==> src/rtl/preamble_tx.sv <==
// preamble_tx: prepends nrep repetitions of a programmable preamble table to each payload frame,
// then appends GAP_LEN zero samples.
module preamble_tx #(
    parameter int DATA_WIDTH = 16,
    parameter int PER_LEN    = 64,
    parameter int GAP_LEN    = 16,
    localparam int AW = $clog2(PER_LEN),
    localparam int GW = (GAP_LEN > 1) ? $clog2(GAP_LEN) : 1
) (
    input  logic                  clk,
    input  logic                  reset,
    input  logic                  clear,
    input  logic [7:0]            nrep,
    input  logic                  cfg_we,
    input  logic [AW-1:0]         cfg_addr,
    input  logic [DATA_WIDTH-1:0] cfg_idata,
    input  logic [DATA_WIDTH-1:0] cfg_qdata,
    input  logic [DATA_WIDTH-1:0] in_itdata,
    input  logic [DATA_WIDTH-1:0] in_qtdata,
    input  logic                  in_tvalid,
    input  logic                  in_tlast,
    output logic                  in_tready,
    output logic [DATA_WIDTH-1:0] out_itdata,
    output logic [DATA_WIDTH-1:0] out_qtdata,
    output logic                  out_tvalid,
    output logic                  out_tlast,
    input  logic                  out_tready,
    output logic                  preamble_active,
    output logic                  frame_start
);
    typedef enum logic [1:0] {IDLE, PREAMBLE, PAYLOAD, GAP} state_t;
    state_t                  state;
    logic [AW-1:0]           idx;
    logic [7:0]              rep;
    logic [7:0]              nrep_l;
    logic [GW-1:0]           gcnt;
    logic [2*DATA_WIDTH-1:0] tbl [PER_LEN];
    logic                    xfer;
    assign xfer = out_tvalid && out_tready;
    // Asynchronous table read: a write this cycle is only visible from the next cycle on.
    always_comb begin
        out_tvalid      = (state == PAYLOAD) ? in_tvalid : (state != IDLE);
        out_tlast       = (state == PAYLOAD) && in_tlast;
        in_tready       = (state == PAYLOAD) && out_tready;
        preamble_active = (state == PREAMBLE);
        out_itdata      = (state == PAYLOAD) ? in_itdata :
                          (state == PREAMBLE) ? tbl[idx][2*DATA_WIDTH-1:DATA_WIDTH] : '0;
        out_qtdata      = (state == PAYLOAD) ? in_qtdata :
                          (state == PREAMBLE) ? tbl[idx][DATA_WIDTH-1:0] : '0;
    end
    always_ff @(posedge clk)
        if (cfg_we) tbl[cfg_addr] <= {cfg_idata, cfg_qdata};
    always_ff @(posedge clk) begin
        if (reset || clear) begin
            state       <= IDLE;
            idx         <= '0;
            rep         <= '0;
            gcnt        <= '0;
            nrep_l      <= '0;
            frame_start <= 1'b0;
        end else begin
            frame_start <= 1'b0;
            case (state)
                IDLE: if (in_tvalid) begin
                    nrep_l      <= nrep;
                    frame_start <= 1'b1;
                    state       <= (nrep != 8'd0) ? PREAMBLE : PAYLOAD;
                end
                PREAMBLE: if (xfer) begin
                    if (idx == AW'(PER_LEN - 1)) begin
                        idx <= '0;
                        rep <= (rep == nrep_l - 8'd1) ? 8'd0 : rep + 8'd1;
                        if (rep == nrep_l - 8'd1) state <= PAYLOAD;
                    end else idx <= idx + 1'b1;
                end
                PAYLOAD: if (in_tvalid && out_tready && in_tlast)
                    state <= (GAP_LEN > 0) ? GAP : IDLE;
                GAP: if (xfer) begin
                    gcnt <= (gcnt == GW'(GAP_LEN - 1)) ? '0 : gcnt + 1'b1;
                    if (gcnt == GW'(GAP_LEN - 1)) state <= IDLE;
                end
                default: state <= IDLE;
            endcase
        end
    end
endmodule

==> config.mk <==
export PLATFORM = sky130hd
export DESIGN_NAME = preamble_tx
export DESIGN_NICKNAME = d
export VERILOG_FILES = /design/src/rtl/preamble_tx.sv
export SDC_FILE = /design/constraint.sdc
export NUM_CORES = 2
export LEC_CHECK = 0
export BUFFER_PORTS_ARGS = -buffer_cell sky130_fd_sc_hd__buf_2
export CAP_MARGIN = 40
export CORE_AREA = 2 2 349 351
export DETAILED_ROUTE_END_ITERATION = 10
export DIE_AREA = 0 0 351 353
export PLACE_DENSITY = 0.88
export SLEW_MARGIN = 20
export SYNTH_ARGS = -nofsm -noshare
export SYNTH_HDL_FRONTEND = slang
export SYNTH_SLANG_ARGS = --single-unit
==> constraint.sdc <==
create_clock -name clk -period 9.27 [get_ports clk]
set_clock_uncertainty 0.2 [all_clocks]
set_input_delay 0.927 -clock clk [delete_from_list [all_inputs] [get_ports clk]]
set_output_delay 0.927 -clock clk [all_outputs]
set_load 0.01 [all_outputs]
Yosys cells after proc, flatten, opt, wreduce, memory -nomap -nowiden. Memories as Yosys holds them, arrays and structs flattened. A register that Yosys moved wholly into a read port is not among the register bits. Index checks and enable logic that the tools add are counted.

Flip-flop bits (word level): 29. Latch bits: 0. Bits in writable memories: 2048. ROM bits: 0. Input port bits: 85. Word-level logic and storage cells: 62. Memories: 1.

Add/sub/neg operators: 4. Multiply operators: 0. Divide/modulo/power cells: 0. Magnitude comparators: 0. Equality and inequality tests: 13. Shift operators: 0. Mux-type cells: 22. Bitwise operators: 1. Reduce and logical (&&, ||, !) cells: 15.

Memories: tbl (depth 64, width 32, read ports 1, clocked after Yosys merged registers in 1, wr ports 1, RTL line 37) `logic [2*DATA_WIDTH-1:0] tbl [PER_LEN];`.

Operator list (number): $mux W16 (4); $mux W6 (3); $mux W2 (8); $add A8 B1 Y8 const B (1); $eq A8 B8 Y1 (1); $mux W8 (1); $ne A2 B1 Y1 const B (4); $pmux W2 S4 (1); $reduce_bool A8 Y1 (1); $sub A8 B1 Y8 const B (1); $reduce_and A7 Y1 (1); $add A6 B1 Y6 const B (1); $eq A6 B6 Y1 const B (1); $ne A2 B2 Y1 const B (3); $reduce_and A2 Y1 (3); $logic_and A1 B1 Y1 (5); $add A4 B1 Y4 const B (1); $eq A2 B2 Y1 const B (2); $eq A4 B4 Y1 const B (1); $mux W1 (4); $mux W4 (1); $reduce_and A3 Y1 (1); $eq A2 B1 Y1 const B (1); $logic_not A2 Y1 (1); other kinds (4) (4).

Depth between registers and ports, before layout.
Depth after elaboration: 6. Depth in mapped cells: 11. Gate-level depth less buffers: 8.

Worst setup path before layout. OpenSTA, ideal clock, no wires.

Kind: input to register. Start point: input cfg_addr[5]. End point: memory tbl[48][0] (netlist name) (enable). Library setup time: 461 ps. Arrival: 3813 ps. Setup slack: 4796 ps. Cell stages on the path: 4. Buffers on the path: 1. Path through: clkbuf_1 > nand3_1 > or3_1 > nor3_1.

RTL lines: from (decl) (RTL line 15) `input logic [AW-1:0] cfg_addr,`; to (decl) (RTL line 37).

No word-level cell before the write port.

==> results by group <==
STA
  • RSZ-0062 raised after global routing: no
  • Post-route minimum period: 6554 ps
  • Final period utilization: 70.70%
  • Final hold vios: 0
  • Setup violations, final: 0
  • Worst slew pin tran: 1133 ps
  • Worst slew margin: 24.44%
  • Fmax: 152.6 MHz
  • Setup TNS: 0 ps
  • Slew Limit Fails: 0

Layout
  • Share of post-route cells with drive strength above 1: 28.25%
  • Commonest non-fill, non-tap cells in the layout: edfxtp_1 (2048), mux4_2 (503), clkbuf_16 (194), mux2i_1 (168), buf_2 (121)
  • Filler cells: 5603
  • Multi-input logic area: 17420 um^2
  • Commonest non-fill, non-tap cell in the layout: edfxtp_1
  • FF/Latch Area: 62220 um^2
  • Area Overhead vs Synth: 12.83%
  • Nets: 3976

CTS
  • Post-CTS setup buffers: 0
  • Reg clk slew, reported paths: 60 ps
  • CTS Root Cell: clkbuf_16
  • CTS Hold Bufs: 0
  • Clock Sinks: 2083
  • Post_cts resized: 0
  • Total CTS buffers: 191
  • Clk buf depth: 3
  • H-tree levels: 4
  • Clk_lat worst skew: 830 ps
  • CTS tree: done

Synth
  • Post-synth EDFFs: 2048
  • Synth async-reset ratio: 0%
  • Primary FF master, synth: edfxtp_1
  • Post-Synth Adder-Cell Area: 0.1251%
  • Cell Area, Synth: 80000 um^2
  • Multiplexer share of the synthesized area: 16.35%
  • FF+latch count, synth: 2083
  • Synth Area in Compound Gates: 2.456%
  • Post-Syn Nets: 3700
  • Syn. warnings: 0
  • Cells after Synth: 3607
  • Mean area per synthesized cell: 22.18 um^2
  • Simple-gate portion of the synthesized area: 1.985%
  • Xor/xnor cell area share of the yosys netlist: 0.2080%
  • Fraction of the yosys area taken by sequential cells: 77.75%
  • Post-synth cell types: 57
  • Largest family of logic cells by synthesized area: multiplexers

Routing
  • Pre-antenna DRT Iters: 7
  • Initial detailed-routing violation count: 10450
  • Number of remaining DRC errors: 0
  • Final WL: 262700 um
  • Wirelength per Cell: 46.27 um
  • Detail Route Antenna Nets: 0
  • Via density: 8.187
  • Via count: 46480

Placement
  • Hpwl dp: 121600 um
  • IO Port Bufs: 121
  • Gpl congestion: 0.8383

Floorplanning
  • # IOs: 122
  • Starting Density: 66.34%
  • Die X: 351 um
  • Core area: 120600 um^2
  • Die area: 123900 um^2
  • Die Height: 353 um
  • FP Rows: 128

Job
  • Maxcap violations: 0

Critical path
  • Critical setup path kind: flop to output pin
  • Reg2Reg Depth: 9
  • CP startpoint kind: flop
  • CP max FO: 113
  • Reg2reg end: rep[5]$_SDFFE_PP0P_
  • Critical Path AT: 5430 ps
  • R2r setup slk: 6320 ps
  • WP data required: 8140 ps
  • FF-to-FF Start: state[0]$_SDFFE_PP0P_
  • CP endpoint kind: output pin

GRT
  • Largest net degree at the start of global routing: 128
  • Initial antenna violation count: 23
  • Overall Global Routing Usage: 41.56%
  • First-pass GRT wire length: 350500 um
  • Vias in the first global route: 45040
  • GR Overflow Total: 0

Hold path
  • HP Start: nrep[2]
  • Hold Path Sink: nrep_l[2]$_SDFFE_PP0P_
  • Tightest Hold Check Type: input pin to flop
  • WHS Path Cells: 3

Power and ir drop
  • Pleak: 0.02726 uW
  • P per Cell Area: 208.3 nW/um^2
  • Final Power: 18800 uW
  • Peak supply drop: 0.2498 mV

Outcome
  • Status: finished clean
==> flip-flops by register name (all words and copies together), names as in the netlist, named ones only <==
| register | cells |
|---|---|
| tbl | 2048 |
| nrep_l | 8 |
| rep | 8 |
| idx | 6 |
| gcnt | 4 |
| state | 2 |
| frame_start | 1 |
==> metrics by stage <==
stage          cell area, um^2  setup slack [ps]  instances  hold WS (ps)  utilization [%]
3_3_place_gp             83190              3764       5259         271.0            68.99
6_report                 90260              2716       5678         174.3            74.85
5_1_grt                  90240              2681       5668         156.4            74.83
3_5_place_dp             84000              4060       5297         274.5            69.65
2_1_floorplan            80000              4796       3607         249.6                -
4_1_cts                  89950              2945       5646         150.1            74.59
==> cell type report <==
type / count / area share [%]
Inverter: 8 / 0.03327
Timing Repair Buffer: 282 / 2.850
Clock buffer: 236 / 5.553
Clock inverter: 113 / 1.045
Multi-Input combinational cell: 1317 / 19.30
Tap cell: 1625 / 2.253
Antenna cell: 14 / 0.03881
Sequential cell: 2083 / 68.93
==> cells by family after synthesis <==
logic type                 Yosys count
adders and majority gates            8
xor gates and xnor gates            19
and+or+nand+nor                    338
DFF                               2083
AOI/OAI and AO/OA                  275
muxes                              677
buffers and inverters              207
==> worst max-delay path, cell delays in order, from the launching register on <==
cell,delay [ps]
dfxtp_4,650
buf_12,510
buf_4,530
buf_16,300
mux4_2,390
mux2i_1,290
o21ai_0,150
a221oi_1,900
nand2_1,270
buf_2,230
==> per-layer routing <==
metal  share of wire [%]  routed length (um)  global-route usage (%)
met5                0.11                 286                  0.8086
met4                 8.8               23100                   25.10
met3                  17               44810                   15.49
met2                  46              119700                   62.45
met1                  28               74810                   52.15
==> synthesized netlist by cell type, types with 10 or more instances <==
cell type  number  area share (%)
mux4_2        503              14
dfxtp_1        35            0.88
nand2_1        90            0.42
a221oi_1       23            0.25
buf_2          71            0.44
xnor2_1        10            0.11
nand4_1        11           0.086
nor3_1         13           0.081
a22oi_1       107             1.0
nor2b_1        27            0.21
nand3_1        59            0.37
o22ai_1        10           0.078
o221ai_1       12            0.13
mux2i_1       168             2.1
a21oi_1        42            0.26
o21ai_0        14           0.088
nor2_1         93            0.44
clkbuf_1       98            0.46
buf_4          10           0.094
a211oi_1       34            0.32
edfxtp_1     2048              77
buf_1          20           0.094
==> worst max path at each step <==
| stage | from | slack (ps) | end | depth (start not counted) |
|---|---|---|---|---|
| 6_report | flop | 2720 | out_qtdata[8] | 9 |
| 3_3_place_gp | flop | 3760 | out_qtdata[3] | 7 |
| 3_5_place_dp | flop | 4060 | out_qtdata[5] | 9 |
| 5_1_grt | flop | 2680 | out_qtdata[8] | 9 |
| 2_1_floorplan | cfg_addr[5] | 4800 | tbl[48][0]$_DFFE_PP_ | 4 |
| 4_1_cts | flop | 2940 | out_qtdata[5] | 9 |
==> where the power goes <==
group | internal [uW] | switching [uW] | total (uW) | leakage (uW)
clock network | 4260 | 3700 | 7960 | 0.00294
registers | 10400 | 31.4 | 10400 | 0.0187
logic | 101 | 308 | 409 | 0.00561
(Power assumes the default switching activity.)
